**src/rtl/ppbuf_read_ctrl_if.sv**
```systemverilog
// Read-side bus of the interleaver ping-pong buffer: write-done handshake, RAM read port and serial output.
// Optional PPRC_UNDERRUN_CNT_EN adds the underrun_cnt output.
interface ppbuf_read_ctrl_if #(
  parameter int unsigned IDX_W = 8
);
  logic             wr_done;
  logic             wr_bank;
  logic             q;
  logic             ready_in;
  logic [IDX_W:0]   rdaddress;
  logic             rd_en;
  logic             data_out;
  logic             valid_out;
  logic             sof;
  logic             eof;
  logic [1:0]       bank_full;
  logic             overflow;
`ifdef PPRC_UNDERRUN_CNT_EN
  logic [15:0]      underrun_cnt;
`endif

  modport master (
    input  wr_done, wr_bank, q, ready_in,
    output rdaddress, rd_en, data_out, valid_out, sof, eof, bank_full, overflow
`ifdef PPRC_UNDERRUN_CNT_EN
    , output underrun_cnt
`endif
  );

  modport slave (
    output wr_done, wr_bank, q, ready_in,
    input  rdaddress, rd_en, data_out, valid_out, sof, eof, bank_full, overflow
`ifdef PPRC_UNDERRUN_CNT_EN
    , input underrun_cnt
`endif
  );
endinterface

```
**src/rtl/ppbuf_read_ctrl.sv**
```systemverilog
// Ping-pong buffer read scheduler: bank full tracking, sequential RAM reads, 2-entry skid for read latency.
// Optional feature macro: PPRC_UNDERRUN_CNT_EN (in-block underrun counter).
module ppbuf_read_ctrl #(
  parameter int unsigned NCBPS = 192,
  parameter int unsigned IDX_W = 8
) (
  input logic               clk,
  input logic               reset,
  ppbuf_read_ctrl_if.master bus
);
  typedef enum logic {IDLE, READ} state_t;

  localparam logic [IDX_W-1:0] LAST = IDX_W'(NCBPS - 1);

  state_t           state_q, state_d;
  logic             rd_bank_q, rd_bank_d;
  logic [IDX_W-1:0] idx_q, idx_d;
  logic [IDX_W:0]   addr_q, addr_d;
  logic [1:0]       full_q, full_d;
  logic             ovf_q, ovf_d;
  logic             clr_pend_q, clr_pend_d;
  logic             clr_bank_q, clr_bank_d;
  logic             infl_q, infl_sof_q, infl_eof_q;
  logic [2:0]       mem_q [2];
  logic             rptr_q, wptr_q;
  logic [1:0]       occ_q, occ_d;
  logic             issue, pop, push, room;
  logic [2:0]       used;
  logic [1:0]       set_v, clr_v;
  logic [2:0]       head;

  assign push = infl_q;
  assign head = mem_q[rptr_q];

  always_comb begin
    state_d    = state_q;
    rd_bank_d  = rd_bank_q;
    idx_d      = idx_q;
    issue      = 1'b0;
    pop        = (occ_q != 2'd0) && bus.ready_in;
    // An entry popping this cycle frees its slot now, keeping 1 bit/cycle.
    used       = {1'b0, occ_q} + {2'b00, infl_q} - {2'b00, pop};
    room       = (used < 3'd2);
    unique case (state_q)
      // The first read is issued on the IDLE->READ transition to meet the t+1 read latency.
      IDLE: if (full_q[rd_bank_q]) begin
        state_d = READ;
        issue   = room;
      end
      READ: issue = room;
      default: state_d = IDLE;
    endcase
    if (issue) begin
      if (idx_q == LAST) begin
        idx_d     = '0;
        rd_bank_d = ~rd_bank_q;
        state_d   = full_q[~rd_bank_q] ? READ : IDLE;
      end else begin
        idx_d = idx_q + 1'b1;
      end
    end

    addr_d     = issue ? {rd_bank_q, idx_q} : addr_q;
    set_v      = '0;
    clr_v      = '0;
    if (bus.wr_done) set_v[bus.wr_bank] = 1'b1;
    if (clr_pend_q)  clr_v[clr_bank_q]  = 1'b1;
    full_d     = (full_q & ~clr_v) | set_v;
    ovf_d      = ovf_q | (bus.wr_done & full_q[bus.wr_bank]);
    clr_pend_d = issue && (idx_q == LAST);
    clr_bank_d = rd_bank_q;
    occ_d      = occ_q + {1'b0, push} - {1'b0, pop};
  end

  always_ff @(posedge clk) begin
    if (reset) begin
      state_q    <= IDLE;
      rd_bank_q  <= 1'b0;
      idx_q      <= '0;
      addr_q     <= '0;
      full_q     <= '0;
      ovf_q      <= 1'b0;
      clr_pend_q <= 1'b0;
      clr_bank_q <= 1'b0;
      infl_q     <= 1'b0;
      infl_sof_q <= 1'b0;
      infl_eof_q <= 1'b0;
      rptr_q     <= 1'b0;
      wptr_q     <= 1'b0;
      occ_q      <= '0;
    end else begin
      state_q    <= state_d;
      rd_bank_q  <= rd_bank_d;
      idx_q      <= idx_d;
      addr_q     <= addr_d;
      full_q     <= full_d;
      ovf_q      <= ovf_d;
      clr_pend_q <= clr_pend_d;
      clr_bank_q <= clr_bank_d;
      infl_q     <= issue;
      infl_sof_q <= issue && (idx_q == '0);
      infl_eof_q <= issue && (idx_q == LAST);
      occ_q      <= occ_d;
      if (push) begin
        mem_q[wptr_q] <= {bus.q, infl_sof_q, infl_eof_q};
        wptr_q        <= ~wptr_q;
      end
      if (pop) rptr_q <= ~rptr_q;
    end
  end

  assign bus.rd_en     = issue;
  assign bus.rdaddress = addr_d;
  assign bus.valid_out = (occ_q != 2'd0);
  assign bus.data_out  = bus.valid_out & head[2];
  assign bus.sof       = bus.valid_out & head[1];
  assign bus.eof       = bus.valid_out & head[0];
  assign bus.bank_full = full_q;
  assign bus.overflow  = ovf_q;

`ifdef PPRC_UNDERRUN_CNT_EN
  logic        in_blk_q, in_blk_d;
  logic [15:0] ucnt_q, ucnt_d;

  always_comb begin
    in_blk_d = in_blk_q;
    ucnt_d   = ucnt_q;
    if (pop && head[0])      in_blk_d = 1'b0;
    else if (pop && head[1]) in_blk_d = 1'b1;
    if (bus.ready_in && !bus.valid_out && in_blk_q && (ucnt_q != '1))
      ucnt_d = ucnt_q + 16'd1;
  end

  always_ff @(posedge clk) begin
    if (reset) begin
      in_blk_q <= 1'b0;
      ucnt_q   <= '0;
    end else begin
      in_blk_q <= in_blk_d;
      ucnt_q   <= ucnt_d;
    end
  end

  assign bus.underrun_cnt = ucnt_q;
`endif
endmodule
```
**src/flat_wrapper.sv**
```systemverilog
// flat-port wrapper written by rule: the top's interface ports become plain ports
module ppbuf_read_ctrl_flat 
#(
  parameter int unsigned NCBPS = 192,
  parameter int unsigned IDX_W = 8
)
  (clk, reset, bus_wr_done, bus_wr_bank, bus_q, bus_ready_in, bus_rdaddress, bus_rd_en, bus_data_out, bus_valid_out, bus_sof, bus_eof, bus_bank_full, bus_overflow);
  ppbuf_read_ctrl_if #(.IDX_W(IDX_W)) bus_i ();
  input logic clk;
  input logic reset;
  input wire logic [$bits(bus_i.wr_done)-1:0] bus_wr_done;
  input wire logic [$bits(bus_i.wr_bank)-1:0] bus_wr_bank;
  input wire logic [$bits(bus_i.q)-1:0] bus_q;
  input wire logic [$bits(bus_i.ready_in)-1:0] bus_ready_in;
  output wire logic [$bits(bus_i.rdaddress)-1:0] bus_rdaddress;
  output wire logic [$bits(bus_i.rd_en)-1:0] bus_rd_en;
  output wire logic [$bits(bus_i.data_out)-1:0] bus_data_out;
  output wire logic [$bits(bus_i.valid_out)-1:0] bus_valid_out;
  output wire logic [$bits(bus_i.sof)-1:0] bus_sof;
  output wire logic [$bits(bus_i.eof)-1:0] bus_eof;
  output wire logic [$bits(bus_i.bank_full)-1:0] bus_bank_full;
  output wire logic [$bits(bus_i.overflow)-1:0] bus_overflow;
  assign bus_i.wr_done = bus_wr_done;
  assign bus_i.wr_bank = bus_wr_bank;
  assign bus_i.q = bus_q;
  assign bus_i.ready_in = bus_ready_in;
  assign bus_rdaddress = bus_i.rdaddress;
  assign bus_rd_en = bus_i.rd_en;
  assign bus_data_out = bus_i.data_out;
  assign bus_valid_out = bus_i.valid_out;
  assign bus_sof = bus_i.sof;
  assign bus_eof = bus_i.eof;
  assign bus_bank_full = bus_i.bank_full;
  assign bus_overflow = bus_i.overflow;
  ppbuf_read_ctrl #(.NCBPS(NCBPS), .IDX_W(IDX_W)) u_core (.clk(clk), .reset(reset), .bus(bus_i));
endmodule
```
**config.mk**
```make
export PLATFORM = sky130hd
export DESIGN_NAME = ppbuf_read_ctrl_flat
export DESIGN_NICKNAME = d
export VERILOG_FILES = /design/src/rtl/ppbuf_read_ctrl_if.sv /design/src/rtl/ppbuf_read_ctrl.sv /design/src/flat_wrapper.sv
export SDC_FILE = /design/constraint.sdc
export NUM_CORES = 1
export LEC_CHECK = 0
export ABC_AREA = 1
export CAP_MARGIN = 25
export CORE_UTILIZATION = 45
export CTS_CLUSTER_DIAMETER = 80
export CTS_CLUSTER_SIZE = 10
export DETAILED_ROUTE_END_ITERATION = 16
export PLACE_DENSITY = 0.75
export SLEW_MARGIN = 20
export SYNTH_ARGS = -nofsm -noshare
export SYNTH_HDL_FRONTEND = slang
export SYNTH_SLANG_ARGS = --single-unit
```
**constraint.sdc**
```tcl
create_clock -name clk -period 5.3 [get_ports clk]
set_clock_uncertainty 0.2 [all_clocks]
set_input_delay 0.795 -clock clk [delete_from_list [all_inputs] [get_ports clk]]
set_output_delay 0.795 -clock clk [all_outputs]
set_load 0.1 [all_outputs]
```
# Yosys cells after proc, flatten, opt, wreduce, memory -nomap -nowiden
# Memories as Yosys holds them, arrays and structs flattened. A register that Yosys moved wholly into a read port is not among the register bits.
# Index checks and enable logic that the tools add are counted.
classes:
  n_addsub: 5
  order_cmp: 7
  n_eq_ne: 1
  n_mux: 26
  bitwise: 12
  n_reduce_logical: 8
op_table:
  columns: ["op", "count"]
  rows:
  - ["$mux 1", 19]
  - ["$mux 9", 1]
  - ["$add 8x1->8 const B", 1]
  - ["$eq 8x8->1 const B", 1]
  - ["$logic_not 8->1", 1]
  - ["$lt 1x2->1 const B", 4]
  - ["$mux 8", 1]
  - ["$logic_and 1x1->1", 5]
  - ["$and 1x1->1", 4]
  - ["$mux 2", 2]
  - ["$not 1->1", 4]
  - ["$add 2x1->3", 1]
  - ["$lt 3x2->1 const B", 1]
  - ["$sub 3x1->3", 1]
  - ["$add 2x1->2", 1]
  - ["$and 2x2->2", 1]
  - ["$demux 1 s1", 2]
  - ["$ge 1x1->1 const B", 2]
  - ["$not 2->2", 1]
  - ["$or 2x2->2", 1]
  - ["$pmux 1 s2", 1]
  - ["$reduce_and 2->1", 1]
  - ["$reduce_bool 2->1", 1]
  - ["$sub 2x1->2", 1]
  - ["$or 1x1->1", 1]
totals:
  regBits: 30
  mem_bits_rw: 6
  output_inout_bits: 17
  elab_cells: 73
  mem_count: 1
mem_list:
  columns: ["memory", "words", "word_bits", "rd", "rd_ports_with_merged_regs", "write_ports", "line_no", "source"]
  rows:
  - ["u_core.mem_q", 2, 3, 1, 1, 1, "ppbuf_read_ctrl.sv:24", "logic [2:0] mem_q [2];"]

# Logic depth before layout (Yosys ltp)
# Gate-level depths: netlist (run 1).
depth:
  ltp_word: 8
  mapped_depth: 17
  ltp_nobuf: 17

# Worst setup path before layout (run 1)
# No wires, ideal clock.
synth_timing:
  path_kind: "register to output"
  startpoint: "register u_core.occ_q[1]"
  endpoint: "output port bus_rdaddress[0]"
  t_arrival_ns: 3.613
  slack_ns: 0.692
  stages_incl_launch_ff: 15
  n_path_buf: 1
  cell_sequence: "dfxtp_1 -> nor2_1 -> inv_1 -> nand2_1 -> inv_1 -> ha_1 -> inv_1 -> ha_1 -> inv_1 -> fa_1 -> nand3_2 -> nor2_8 -> buf_6 -> nand2_1 -> nand2_1"
synth_via:
  elab_chain_cells: 7
synth_lines:
  columns: ["item", "line_no", "source"]
  rows:
  - ["start: declaration", "ppbuf_read_ctrl.sv:26", "logic [1:0] occ_q, occ_d;"]
  - ["start signal: assignment", "ppbuf_read_ctrl.sv:90", "occ_q <= '0;"]
  - ["start signal: assignment", "ppbuf_read_ctrl.sv:103", "occ_q <= occ_d;"]
  - ["$reduce_bool 2->1 (*)", null, null]
  - ["via bus_valid_out", "flat_wrapper.sv:18", "output wire logic [$bits(bus_i.valid_out)-1:0] bus_valid_out;"]
  - ["$logic_and 1x1->1 (*)", "ppbuf_read_ctrl.sv:40", "pop = (occ_q != 2'd0) && bus.ready_in;"]
  - ["via u_core.pop", "ppbuf_read_ctrl.sv:27", "logic issue, pop, push, room;"]
  - ["$sub 3x1->3 (*)", "ppbuf_read_ctrl.sv:42", "used = {1'b0, occ_q} + {2'b00, infl_q} - {2'b00, pop};"]
  - ["$lt 3x2->1 (*)", "ppbuf_read_ctrl.sv:43", "room = (used < 3'd2);"]
  - ["$mux 1", "ppbuf_read_ctrl.sv:46", "IDLE: if (full_q[rd_bank_q]) begin"]
  - ["$pmux 1 s2 (*)", "ppbuf_read_ctrl.sv:44", "unique case (state_q)"]
  - ["via bus_rd_en", "flat_wrapper.sv:16", "output wire logic [$bits(bus_i.rd_en)-1:0] bus_rd_en;"]
  - ["$mux 9 (*)", "ppbuf_read_ctrl.sv:63", "addr_d = issue ? {rd_bank_q, idx_q} : addr_q;"]
  - ["end: declaration", "flat_wrapper.sv:15", "output wire logic [$bits(bus_i.rdaddress)-1:0] bus_rdaddress;"]
# Mark *: on every way through the listed nets, which the timed path passes. The rest lies on a longest branch.

# Worst setup path after layout (run 1)
layout_timing:
  startpoint: "input port bus_ready_in"
  endpoint: "output port bus_rdaddress[4]"
layout_via:
  elab_chain_cells: 6
layout_lines:
  columns: ["item", "line_no", "source"]
  rows:
  - ["start: declaration", "flat_wrapper.sv:14", "input wire logic [$bits(bus_i.ready_in)-1:0] bus_ready_in;"]
  - ["$logic_and 1x1->1 (*)", "ppbuf_read_ctrl.sv:40", null]
  - ["via u_core.pop", "ppbuf_read_ctrl.sv:27", null]
  - ["$sub 3x1->3 (*)", "ppbuf_read_ctrl.sv:42", null]
  - ["$lt 3x2->1 (*)", "ppbuf_read_ctrl.sv:43", null]
  - ["$mux 1", "ppbuf_read_ctrl.sv:46", null]
  - ["$pmux 1 s2 (*)", "ppbuf_read_ctrl.sv:44", null]
  - ["$mux 9 (*)", "ppbuf_read_ctrl.sv:63", null]
# Marked as above.

==> results.md, run 1 <==
- The flow ran to the end, and the final reports show no timing, DRC or antenna violations.
- The first detailed-routing pass took 4 iterations.
- In this run the cell area of the synthesized design comes to 1720 sq um.
- Of all nets on the critical path, the largest fanout is 18.
- Counting instances, the worst hold path has a depth of 0.
- The path class of the tightest hold or removal check is reg2reg.
- After synthesis, the mean cell area works out to 7.87 sq um.
- The register bit total from synthesis is 37.
- 0 antenna diodes ended up in the layout.
- The number of design-rule violations left by the first detailed-router iteration is 89.
- In this run the clock root is driven by a sky130_fd_sc_hd__clkbuf_8.
- The data arrival time of the worst path is 3.40 ns.
- In the layout the commonest cells are 46 x sky130_fd_sc_hd__nand2_1, 40 x sky130_fd_sc_hd__inv_1, 31 x sky130_fd_sc_hd__dfxtp_1, 24 x sky130_fd_sc_hd__nor2_1.
- Static timing analysis puts the maximum clock frequency at 228 MHz.
- The total stage count of the critical path is 14.
- The worst pin sits at a relative slew slack of 0.305.
- On the critical path the largest part of the delay comes from buffers and inverters.
- The minimum period implied by the final worst setup slack is 4.40 ns.
- The overall routing resource usage is 0.169.
- The total count of max-transition violations in the final report is 0.
- The clock insertion delay at the later pin of the skew report is 0.29 ns.
- The number of DRC violations after detailed routing is 0.
- The initial antenna violation count is 0.
- The number of nets in the finished design is 252.
- The floorplan step defined a core boundary enclosing 3660 sq um.
- The hold-fix buffer count after cts is 0.
- Entering global routing, the biggest net connects 26 pins.
- The critical path launch point type is a primary input.
- The critical path is of the in2out type.
- The routed design has 2910 um of wire.
- The leading register cell type out of synthesis is sky130_fd_sc_hd__dfxtp_1.
- The residual overflow from global routing is 0.
- TritonCTS built the clock tree.
- The number of global-route vias before repair was 1228.
- The area added between synthesis and finish is 18.2%.
- At the pin with the least slew margin, the transition time is 1.04 ns.
- STA puts the critical path data required time at 4.30 ns.
- The final setup TNS is 0 ns.
- On the critical path, the stage with the largest delay is an instance of sky130_fd_sc_hd__fa_1.
- The worst stage delay on the critical path is 0.51 ns.
- In this run, synthesis inferred 6 flip-flops with an integrated enable.
- The library cell used most frequently in the layout, excluding fill and tap cells, is sky130_fd_sc_hd__nand2_1.
- Pin placement for this block handled 23 I/O pins.
- The number of cells upsized or downsized after cts is 0.
- From bottom edge to top edge, the die measures 63.7 um.
- The number of fillers in the final layout is 365.
- Port buffering added 22 buffers.
- The critical path goes through clkdlybuf4s50_1, nand2_1, inv_1, ha_1, inv_1, ha_1, inv_1, fa_1, nand3_2, inv_1, nand2_4, o21ai_0, inv_1, buf_4.
- Counting both buffers and inverters, the worst setup path holds a total of 7.
- After synthesis, the share of flip-flops with an asynchronous set or reset is 0.
- The multi-input combinational cells in the finished layout cover a total of 711 sq um.
- After detailed routing, the number of vias per cell comes to 4.69.
- The area of all sequential standard cells is 801 sq um.
- Of the cells placed in the final design, the portion with a size suffix greater than 1 is 0.153.
- The number of setup violations in the final report is 0.
- The number of clock buffers inserted by TritonCTS is 5.
- The buffer levels on the longest clock path is 2.
- In the finished design, the share of the clock period the worst path needs comes to 0.829.
- The clock-pin slew of the registers on the worst-case setup and hold paths is 0.07 ns.
- The detailed-route wire length per cell is 10.0 um.
- Setup repair after global routing left no endpoint under its margin.
- Once detailed placement completed, the half-perimeter wirelength came to 2050 um.
- The clock drives 37 sinks.
- The die boundary width is 63.7 um.
- The portion of the post-synthesis area used by sequential elements is 0.467.
- The die covers 4060 sq um.
- The category of the worst setup path capture point is a primary output.
- The standard-cell row count is 22.
- The first-pass GRT wire length is 5240 um.
- The overall via count from detail_route is 1361.
- The cell that appears most often on the critical path is sky130_fd_sc_hd__inv_1.
- The synthesized net count is 229.
- The distinct cell type count after synthesis is 28.
- The post-CTS setup buffer count is 0.
- The initial core utilization is 0.469.
- The cell count after synthesis is 218.
- The number of failing hold endpoints at the final stage is 0.
- The reported max-cap violation count is 0.
- The weighted congestion reported at the end of routability-driven placement is 0.837.
- In this run the number of H-tree levels came out at 2.
- In this run the remaining antenna-violating nets after routing total 0.
- Measured in cells, the most critical reg-to-reg path has a length of 14.
- The total of warnings raised by yosys is 0.
## registers in the layout (all words and copies together), names as in the netlist, 2 cells and up, named ones only
register,flops
u_core.occ_q,2
u_core.idx_q,8
u_core.bus.bank_full,2
u_core.addr_q,9
u_core.mem_q,6
## routing by layer
metal | part of all wire | vias up | global-route usage
met4 | 0.020 | 0 | 0.0852
met5 | 0 | - | 0
met3 | 0.041 | 7 | 0.0554
li1 | - | 720 | -
met1 | 0.47 | 607 | 0.200
met2 | 0.47 | 27 | 0.273
## final timing paths
check                          startpoint                           end  slack (ns)
max                          bus_ready_in              bus_rdaddress[4]        0.90
min          u_core.infl_sof_q$_SDFF_PP0_  u_core.mem_q[1][1]$_DFFE_PP_        0.24
max reg2reg    u_core.occ_q[1]$_SDFF_PP0_   u_core.addr_q[4]$_SDFF_PP0_        2.28
min reg2reg  u_core.infl_sof_q$_SDFF_PP0_  u_core.mem_q[1][1]$_DFFE_PP_        0.24
## synthesized netlist by cell type (2+ instances only)
cell type | instances | area [sq um]
sky130_fd_sc_hd__dfxtp_1 | 31 | 621
sky130_fd_sc_hd__a21oi_1 | 12 | 60.1
sky130_fd_sc_hd__o21ai_2 | 3 | 26.3
sky130_fd_sc_hd__nor2_1 | 24 | 90.1
sky130_fd_sc_hd__nand2_2 | 6 | 37.5
sky130_fd_sc_hd__inv_1 | 40 | 150
sky130_fd_sc_hd__edfxtp_1 | 6 | 180
sky130_fd_sc_hd__a21oi_2 | 5 | 43.8
sky130_fd_sc_hd__o21ai_0 | 12 | 60.1
sky130_fd_sc_hd__nand2_1 | 46 | 173
sky130_fd_sc_hd__nor3_1 | 2 | 10.0
sky130_fd_sc_hd__nand3_1 | 7 | 35.0
sky130_fd_sc_hd__clkbuf_1 | 3 | 11.3
sky130_fd_sc_hd__ha_1 | 4 | 50.1
sky130_fd_sc_hd__nand4_1 | 4 | 25.0
## cells by family (layout without fill, tap and decap cells)
family,Yosys count,in the layout,share of synthesized area
compound gates,33,33,0.115
xor+xnor,1,1,0.00511
fa+ha+maj,5,5,0.0408
buf+inv,47,71,0.119
flops,37,37,0.467
simple gates,95,95,0.254
## stage by stage
stage               cell area (sq um)  std cells  hold slack, ns  worst slack [ns]  utilization
CTS                              2030        290           0.242             0.893        0.554
floorplan                        1720        218           0.204             0.692            -
finish                           2030        290           0.242             0.905        0.554
global placement                 1920        282           0.220             0.937        0.525
global route                     2030        290           0.263             0.677        0.554
detailed placement               1920        282           0.219             0.888        0.525
## final cells by class
class	count	share of cell area
timing repair buffer	22	0.0962
inverter	41	0.0759
clock inverter	2	0.0173
multi-input combinational	134	0.350
sequential	37	0.395
tap	48	0.0296
clock buffer	6	0.0358
## worst register-to-register path: stages, from the launching register on
cell and delay (ns):
sky130_fd_sc_hd__dfxtp_1 0.36, sky130_fd_sc_hd__nor2_1 0.27, sky130_fd_sc_hd__inv_1 0.09, sky130_fd_sc_hd__nand2_1 0.06, sky130_fd_sc_hd__inv_1 0.06, sky130_fd_sc_hd__ha_1 0.28
sky130_fd_sc_hd__inv_1 0.05, sky130_fd_sc_hd__ha_1 0.13, sky130_fd_sc_hd__inv_1 0.05, sky130_fd_sc_hd__fa_1 0.51, sky130_fd_sc_hd__nand3_2 0.17, sky130_fd_sc_hd__inv_1 0.16
sky130_fd_sc_hd__nand2_4 0.16, sky130_fd_sc_hd__o21ai_0 0.25, sky130_fd_sc_hd__nor2_1 0.06
Power of run 1 is left out: the tool's default activity adds up to more than one toggle a clock period on the data nets, which glitch-free logic cannot reach.
==> run 2, diff against run 1 <==
--- a/config.mk
+++ b/config.mk
@@ -11,7 +11,7 @@
 export CTS_CLUSTER_DIAMETER = 80
 export CTS_CLUSTER_SIZE = 10
 export DETAILED_ROUTE_END_ITERATION = 16
-export PLACE_DENSITY = 0.75
+export PLACE_DENSITY = 0.78
 export SLEW_MARGIN = 20
 export SYNTH_ARGS = -nofsm -noshare
 export SYNTH_HDL_FRONTEND = slang
==> constraint.sdc (replaced) <==
create_clock -name clk -period 3.5 [get_ports clk]
set_clock_uncertainty 0.2 [all_clocks]
set_input_delay 0.525 -clock clk [delete_from_list [all_inputs] [get_ports clk]]
set_output_delay 0.525 -clock clk [all_outputs]
set_load 0.1 [all_outputs]
==> results.md, run 2 (synthesis gave the netlist of run 1 again) <==
- The flow ran to the end, and the final reports show no timing, DRC or antenna violations.
- No sink is reached through more buffers than the 2 on the longest clock path.
- The weighted congestion reported at the end of routability-driven placement is 0.765.
- The number of setup violations in the final report is 0.
- The first detailed-routing pass ran for 4 iterations.
- At the end of the flow, the number of nets in the layout was 273.
- The initial antenna violation count is 0.
- The clock net in this run drives a total of 37 sinks.
- In this design, the stage delay of the slowest critical-path cell is 0.56 ns.
- The floorplan step defined a core boundary enclosing 3660 sq um.
- Of the cells placed in the final design, the portion with a size suffix greater than 1 is 0.354.
- The CTS tree is yes.
- The number of DRC violations after detailed routing is 0.
- The largest registers in the layout are u_core.addr_q: 9 flops, u_core.idx_q: 8 flops, u_core.mem_q: 6 flops.
- Dividing the detail-routed wire length by the instance count gives 11.0 um.
- The part of the cycle the worst path needs is 0.989.
- STA classifies the critical path startpoint as a register.
- In the final routing, the length of wire on met1 measures 1490 um.
- The count of boundary I/O pins is 23.
- In the routed layout, each cell is associated on average with a via count of 4.78.
- The number of fillers in the final layout is 309.
- The clock-pin slew of the registers on the worst-case setup and hold paths is 0.07 ns.
- The reported max-cap violation count is 0.
- In this run the cell area measured after placement is 2210 sq um.
- The total count of max-transition violations in the final report is 0.
- In this run the remaining antenna-violating nets after routing total 0.
- The top cell types in the final layout, fill and taps aside, are 38 x sky130_fd_sc_hd__nand2_1, 29 x sky130_fd_sc_hd__dfxtp_1, 28 x sky130_fd_sc_hd__inv_1, 23 x sky130_fd_sc_hd__nor2_1, 23 x sky130_fd_sc_hd__buf_4.
- The area of all sequential standard cells is 806 sq um.
- The count of antenna diodes in the layout is 0.
- The area growth from synthesis to layout is 45.3%.
- Setup repair after global routing could not meet its margin everywhere.
- The root cell of the clock tree is sky130_fd_sc_hd__clkbuf_8.
- The achievable frequency is 289 MHz.
- The initial core utilization is 0.469.
- In the final layout, the multi-input gates occupy 872 sq um.
- The post-route worst hold slack is 0.231 ns.
- The number of global-route vias before repair is 1413.
- The pre-CTS setup slack is -0.266 ns.
- The die outline height is 63.7 um.
- Along the worst hold path, the cell count comes to 0.
- The count of buffers added on input and output ports is 22.
- The worst setup path is of the reg2out kind.
- The die boundary width is 63.7 um.
- The wire length on met2 is 1720 um.
- The routed layout has 1487 vias.
- The number of clock buffers inserted by TritonCTS is 5.
- The overall routing resource usage is 0.193.
- Wires add up to 3410 um.
- STA puts the critical path data required time at 2.77 ns.
- The worst path meets setup with 0.0387 ns of slack.
- The largest net degree at the start of global routing is 14.
- The data arrival time of the worst path is 2.74 ns.
- The area of the die is 4060 sq um.
- The hold-fix buffer count after cts is 0.
- The largest driver fanout on the critical path is 6.
- In this run the worst hold path is classified as reg2reg.
- The final instance area is 2490 sq um.
- The register with the most flip-flops in the layout has 9 of them.
- The critical path goes through nor2_4, clkinvlp_4, nand2_2, inv_2, ha_4, inv_4, ha_4, inv_2, fa_2, nand3_4, inv_6, nand2_8, o21ai_4, clkinvlp_4, buf_12.
- On the critical path, the stage with the largest delay is an instance of sky130_fd_sc_hd__fa_2.
- The amount of wire on met3 after detailed routing is 152 um.
- The worst path needs 3.46 ns of the cycle, external delays included.
- The worst setup path is captured at a primary output.
- The first-pass GRT wire length is 6080 um.
- After global routing the overflow that remains totals 0.
- The worst-margin pin slew is 0.969 ns.
- The number of failing hold endpoints at the final stage is 0.
- Leaving out fill and tap cells, the most frequent cell in the layout is sky130_fd_sc_hd__nand2_1.
- The relative max-transition margin is 0.352.
- For the worst-skew pair, the clock arrives at the later sink with an insertion delay of 0.29 ns.
- The utilization after layout is 0.681.
- The number of design-rule violations left by the first detailed-router iteration is 37.
- The H-tree generated during clock tree synthesis spans 2 levels.
- The half-perimeter wire length of the detailed placement result is 2310 um.
- The most flop-heavy register is u_core.addr_q.
- Row generation in the floorplan step produced 22 rows.
- Counting cells, the worst reg-to-reg path comes to 16.
- The top routing layer in use is met4.
-- run 2: cell types whose count changed in the layout (fill, tap and decap cells not counted), sizes merged --
cell	previous run	this run
buf	10	34
clkinvlp	0	4
clkdlybuf4s50	12	7
inv	41	38
dlygate4sd2	0	1
clkbuf	6	5
nand2	53	54
-- run 2: area by class of cell --
class                   count  area share
clock buffers               5      0.0276
clock inverters             3      0.0166
inverters                  41      0.0713
multi-input cells         135       0.350
flip-flops and latches     37       0.323
well taps                  48      0.0241
repair buffers             42       0.187
-- run 2: what timing repair did --
item,CTS,global route
pin swaps,7,2
setup buffers,5,3
cloned,1,0
resized for setup,16,14
endpoints found under the setup margin,9,9
-- run 2: worst max-delay path: cells and delay by family (launching register included) --
family,cells,cell delay (ns)
flops,1,0.35
buf+inv,7,0.63
compound gates,1,0.16
fa+ha+maj,3,0.89
simple gates,4,0.40
-- run 2: per-stage QoR --
stage	TNS, ns	instances
after floorplan	-1.98	218
after global placement	-1.20	294
after detailed placement	-1.56	294
after CTS	0	308
after global routing	-0.471	311
final	0	311
-- run 2: worst paths after layout --
path | from | end | slack (ns)
setup / recovery | u_core.occ_q[1]$_SDFF_PP0_ | bus_rdaddress[6] | 0.04
hold / removal | u_core.infl_sof_q$_SDFF_PP0_ | u_core.mem_q[1][1]$_DFFE_PP_ | 0.23
setup reg to reg | u_core.occ_q[1]$_SDFF_PP0_ | u_core.idx_q[5]$_SDFFE_PP0P_ | 0.77
hold reg to reg | u_core.infl_sof_q$_SDFF_PP0_ | u_core.mem_q[1][1]$_DFFE_PP_ | 0.23
-- run 2: layer usage --
metal,GRT usage,vias up
met5,0,-
met4,0.0426,0
met3,0.0643,5
met2,0.332,37
met1,0.231,677
li1,-,768
Power of run 2 is left out for the same reason.
==> run 3, diff against run 2 <==
--- a/config.mk
+++ b/config.mk
@@ -6,12 +6,11 @@
 export NUM_CORES = 1
 export LEC_CHECK = 0
 export ABC_AREA = 1
-export CAP_MARGIN = 25
 export CORE_UTILIZATION = 45
 export CTS_CLUSTER_DIAMETER = 80
 export CTS_CLUSTER_SIZE = 10
 export DETAILED_ROUTE_END_ITERATION = 16
-export PLACE_DENSITY = 0.78
+export PLACE_DENSITY = 0.75
 export SLEW_MARGIN = 20
 export SYNTH_ARGS = -nofsm -noshare
 export SYNTH_HDL_FRONTEND = slang
==> constraint.sdc (replaced) <==
create_clock -name clk -period 4 [get_ports clk]
set_clock_uncertainty 0.2 [all_clocks]
set_input_delay 0.6 -clock clk [delete_from_list [all_inputs] [get_ports clk]]
set_output_delay 0.6 -clock clk [all_outputs]
set_load 0.1 [all_outputs]
==> results.md, run 3 (synthesis gave the netlist of run 1 again) <==
- The run finished with clean final reports.
- The clock-pin slew of the registers on the worst-case setup and hold paths is 0.08 ns.
- The worst hold path belongs to the class reg2reg.
- The overall routing resource usage is 0.171.
- The area of the core is 3660 sq um.
- The die covers 4060 sq um.
- The destination of the critical timing path is bus_rdaddress[4].
- The library cells used most frequently in the layout, excluding fill and tap cells, are 43 x sky130_fd_sc_hd__nand2_1, 32 x sky130_fd_sc_hd__inv_1, 29 x sky130_fd_sc_hd__dfxtp_1, 23 x sky130_fd_sc_hd__nor2_1.
- The total count of max-transition violations in the final report is 0.
- In this run the remaining antenna-violating nets after routing total 0.
- The average vias per placed instance is 4.67.
- The initial core utilization is 0.469.
- The largest net degree at the start of global routing is 17.
- The slowest stage of the critical path belongs to the cell sky130_fd_sc_hd__fa_2.
- In this run, CTS created clock tree buffers numbering 5.
- From bottom edge to top edge, the die measures 63.7 um.
- More flip-flops sit in one register than any other, and that register is u_core.addr_q.
- STA classifies the critical path startpoint as a primary input.
- The root cell of the clock tree is sky130_fd_sc_hd__clkbuf_8.
- The number of global-route vias before repair is 1259.
- Among the stages of the critical path, the cell type that occurs most often is sky130_fd_sc_hd__inv_2.
- Of the available clock period, the critical path in the final layout requires 0.985.
- STA puts the critical path data arrival time at 3.14 ns.
- The die boundary width is 63.7 um.
- The pre-antenna-repair detailed-routing pass consisted of 4 iterations.
- The routed design could run at a clock period as short as 3.94 ns.
- The worst setup path is of the in2out kind.
- Counting cells, the worst reg-to-reg path comes to 15.
- The endpoint of the most critical register-to-register path is u_core.clr_bank_d$_SDFFE_PP0P_.
- The worst-margin pin slew is 0.968 ns.
- The count of boundary I/O pins is 23.
- Walking the worst path, the cells encountered are clkdlybuf4s50_1, nand2_1, inv_2, ha_4, inv_1, ha_1, inv_1, fa_2, nand3_4, inv_2, nand2_4, o21ai_0, inv_2, buf_12.
- Summed over all failing endpoints, the final setup total negative slack is 0 ns.
- The final route contains 1369 vias.
- The category of the worst setup path capture point is a primary output.
- Setup repair after global routing could not meet its margin everywhere.
- The CTS tree is yes.
- The post-CTS setup buffer count is 0.
- The number of DRC violations after detailed routing is 0.
- Of the cells placed in the final design, the portion with a size suffix greater than 1 is 0.229.
- The number of setup violations in the final report is 0.
- The number of design-rule violations left by the first detailed-router iteration is 43.
- The most common cell after layout, fill and taps aside is sky130_fd_sc_hd__nand2_1.
- The total length of routed wires is 3110 um.
- Summed over all nets, the half-perimeter wirelength after detailed placement is 2290 um.
- Of all nets on the critical path, the largest fanout is 12.
- The number of clock sinks is 37.
- The flip-flop count of the largest register after layout is 9.
- The number of failing hold endpoints at the final stage is 0.
- In this run the critical register-to-register path is launched from u_core.occ_q[1]$_SDFF_PP0_.
- The largest registers in the layout are u_core.addr_q: 9 flops, u_core.idx_q: 8 flops, u_core.mem_q: 6 flops.
- The first global-routing pass estimated 5360 um of wire.
- The initial antenna violation count is 0.
- The detailed-route wire length per cell is 10.6 um.
- The number of fillers in the final layout is 325.
- The relative max-transition margin is 0.352.
- The standard-cell row count is 22.
- The congestion estimate from routability-driven global placement came to 0.833.
- The number of H-tree levels is 2.
- In this run the worst setup path begins at bus_ready_in.
- Based on the critical path, the design can be clocked at up to 254 MHz.
- The area added between synthesis and finish is 31.7%.
- The register-to-register setup slack is 1.13 ns.
- At the end of the flow the core is filled with cells to 0.617.
- For this run, the slowest stage of the critical path takes 0.58 ns.
- The reported max-cap violation count is 0.
- The count of port buffers added during placement is 22.
- The buffer levels on the longest clock path is 2.
- 0 antenna diodes ended up in the layout.
- The clock insertion delay at the later pin of the skew report is 0.28 ns.
- Data on the critical path is required at its endpoint by 3.20 ns.
- The number of nets in the finished design is 255.
- The residual overflow from global routing is 0.
-- run 3: cell count changes in the layout (fill, tap and decap cells not counted), sizes merged --
cell | before | now
dlygate4sd2 | 1 | 0
clkdlybuf4s50 | 7 | 12
buf | 34 | 13
nand2 | 54 | 53
-- run 3: timing repair --
action | in CTS | in global routing
gates resized for setup | 0 | 4
hold buffers | 0 | 0
setup endpoints to repair | 0 | 8
-- run 3: worst min path at each step --
stage / startpoint / endpoint / slack, ns / cells past startpoint
after CTS: u_core.infl_sof_q$_SDFF_PP0_ / u_core.mem_q[1][1]$_DFFE_PP_ / 0.24 / 0
final: u_core.infl_sof_q$_SDFF_PP0_ / u_core.mem_q[1][1]$_DFFE_PP_ / 0.24 / 0
after floorplan: u_core.infl_sof_q$_SDFF_PP0_ / u_core.mem_q[0][1]$_DFFE_PP_ / 0.20 / 0
after detailed placement: u_core.infl_sof_q$_SDFF_PP0_ / u_core.mem_q[0][1]$_DFFE_PP_ / 0.22 / 0
after global routing: u_core.infl_sof_q$_SDFF_PP0_ / u_core.mem_q[0][1]$_DFFE_PP_ / 0.25 / 0
after global placement: u_core.infl_sof_q$_SDFF_PP0_ / u_core.mem_q[0][1]$_DFFE_PP_ / 0.22 / 0
-- run 3: worst max-delay path, delay by kind of cell --
| kind | cells | cell delay, ns |
|---|---|---|
| buffers and inverters | 7 | 1.01 |
| and+or+nand+nor | 3 | 0.30 |
| AOI/OAI and AO/OA | 1 | 0.31 |
| adders and majority gates | 3 | 0.91 |
-- run 3: stage by stage --
step           area [sq um]  setup slack (ns)  hold WS [ns]  std cells
6_report               2260            0.0589         0.240        293
3_3_place_gp           2140             0.147         0.221        285
4_1_cts                2250            0.0254         0.236        293
3_5_place_dp           2140            0.0481         0.218        285
5_1_grt                2260           -0.0540         0.247        293
2_1_floorplan          1790           0.00128         0.204        218
-- run 3: final cells by class --
class	instances	area, sq um	area share
clock buffer	5	68.8	0.0305
clock inverter	3	41.3	0.0183
inverter	41	165	0.0731
multi-input combinational	134	773	0.342
sequential	37	803	0.356
tap	48	60.1	0.0266
timing repair buffer	25	347	0.153
-- run 3: metal layers --
metal  up-vias  wire length, um  part of all wire  GRT usage
li1        725                -                 -          -
met1       621             1450              0.47      0.195
met2        21             1540              0.50      0.299
met3         2               91             0.029     0.0536
met4         0               23            0.0074     0.0597
met5         -                0                 0          0
Power of run 3 is left out for the same reason.
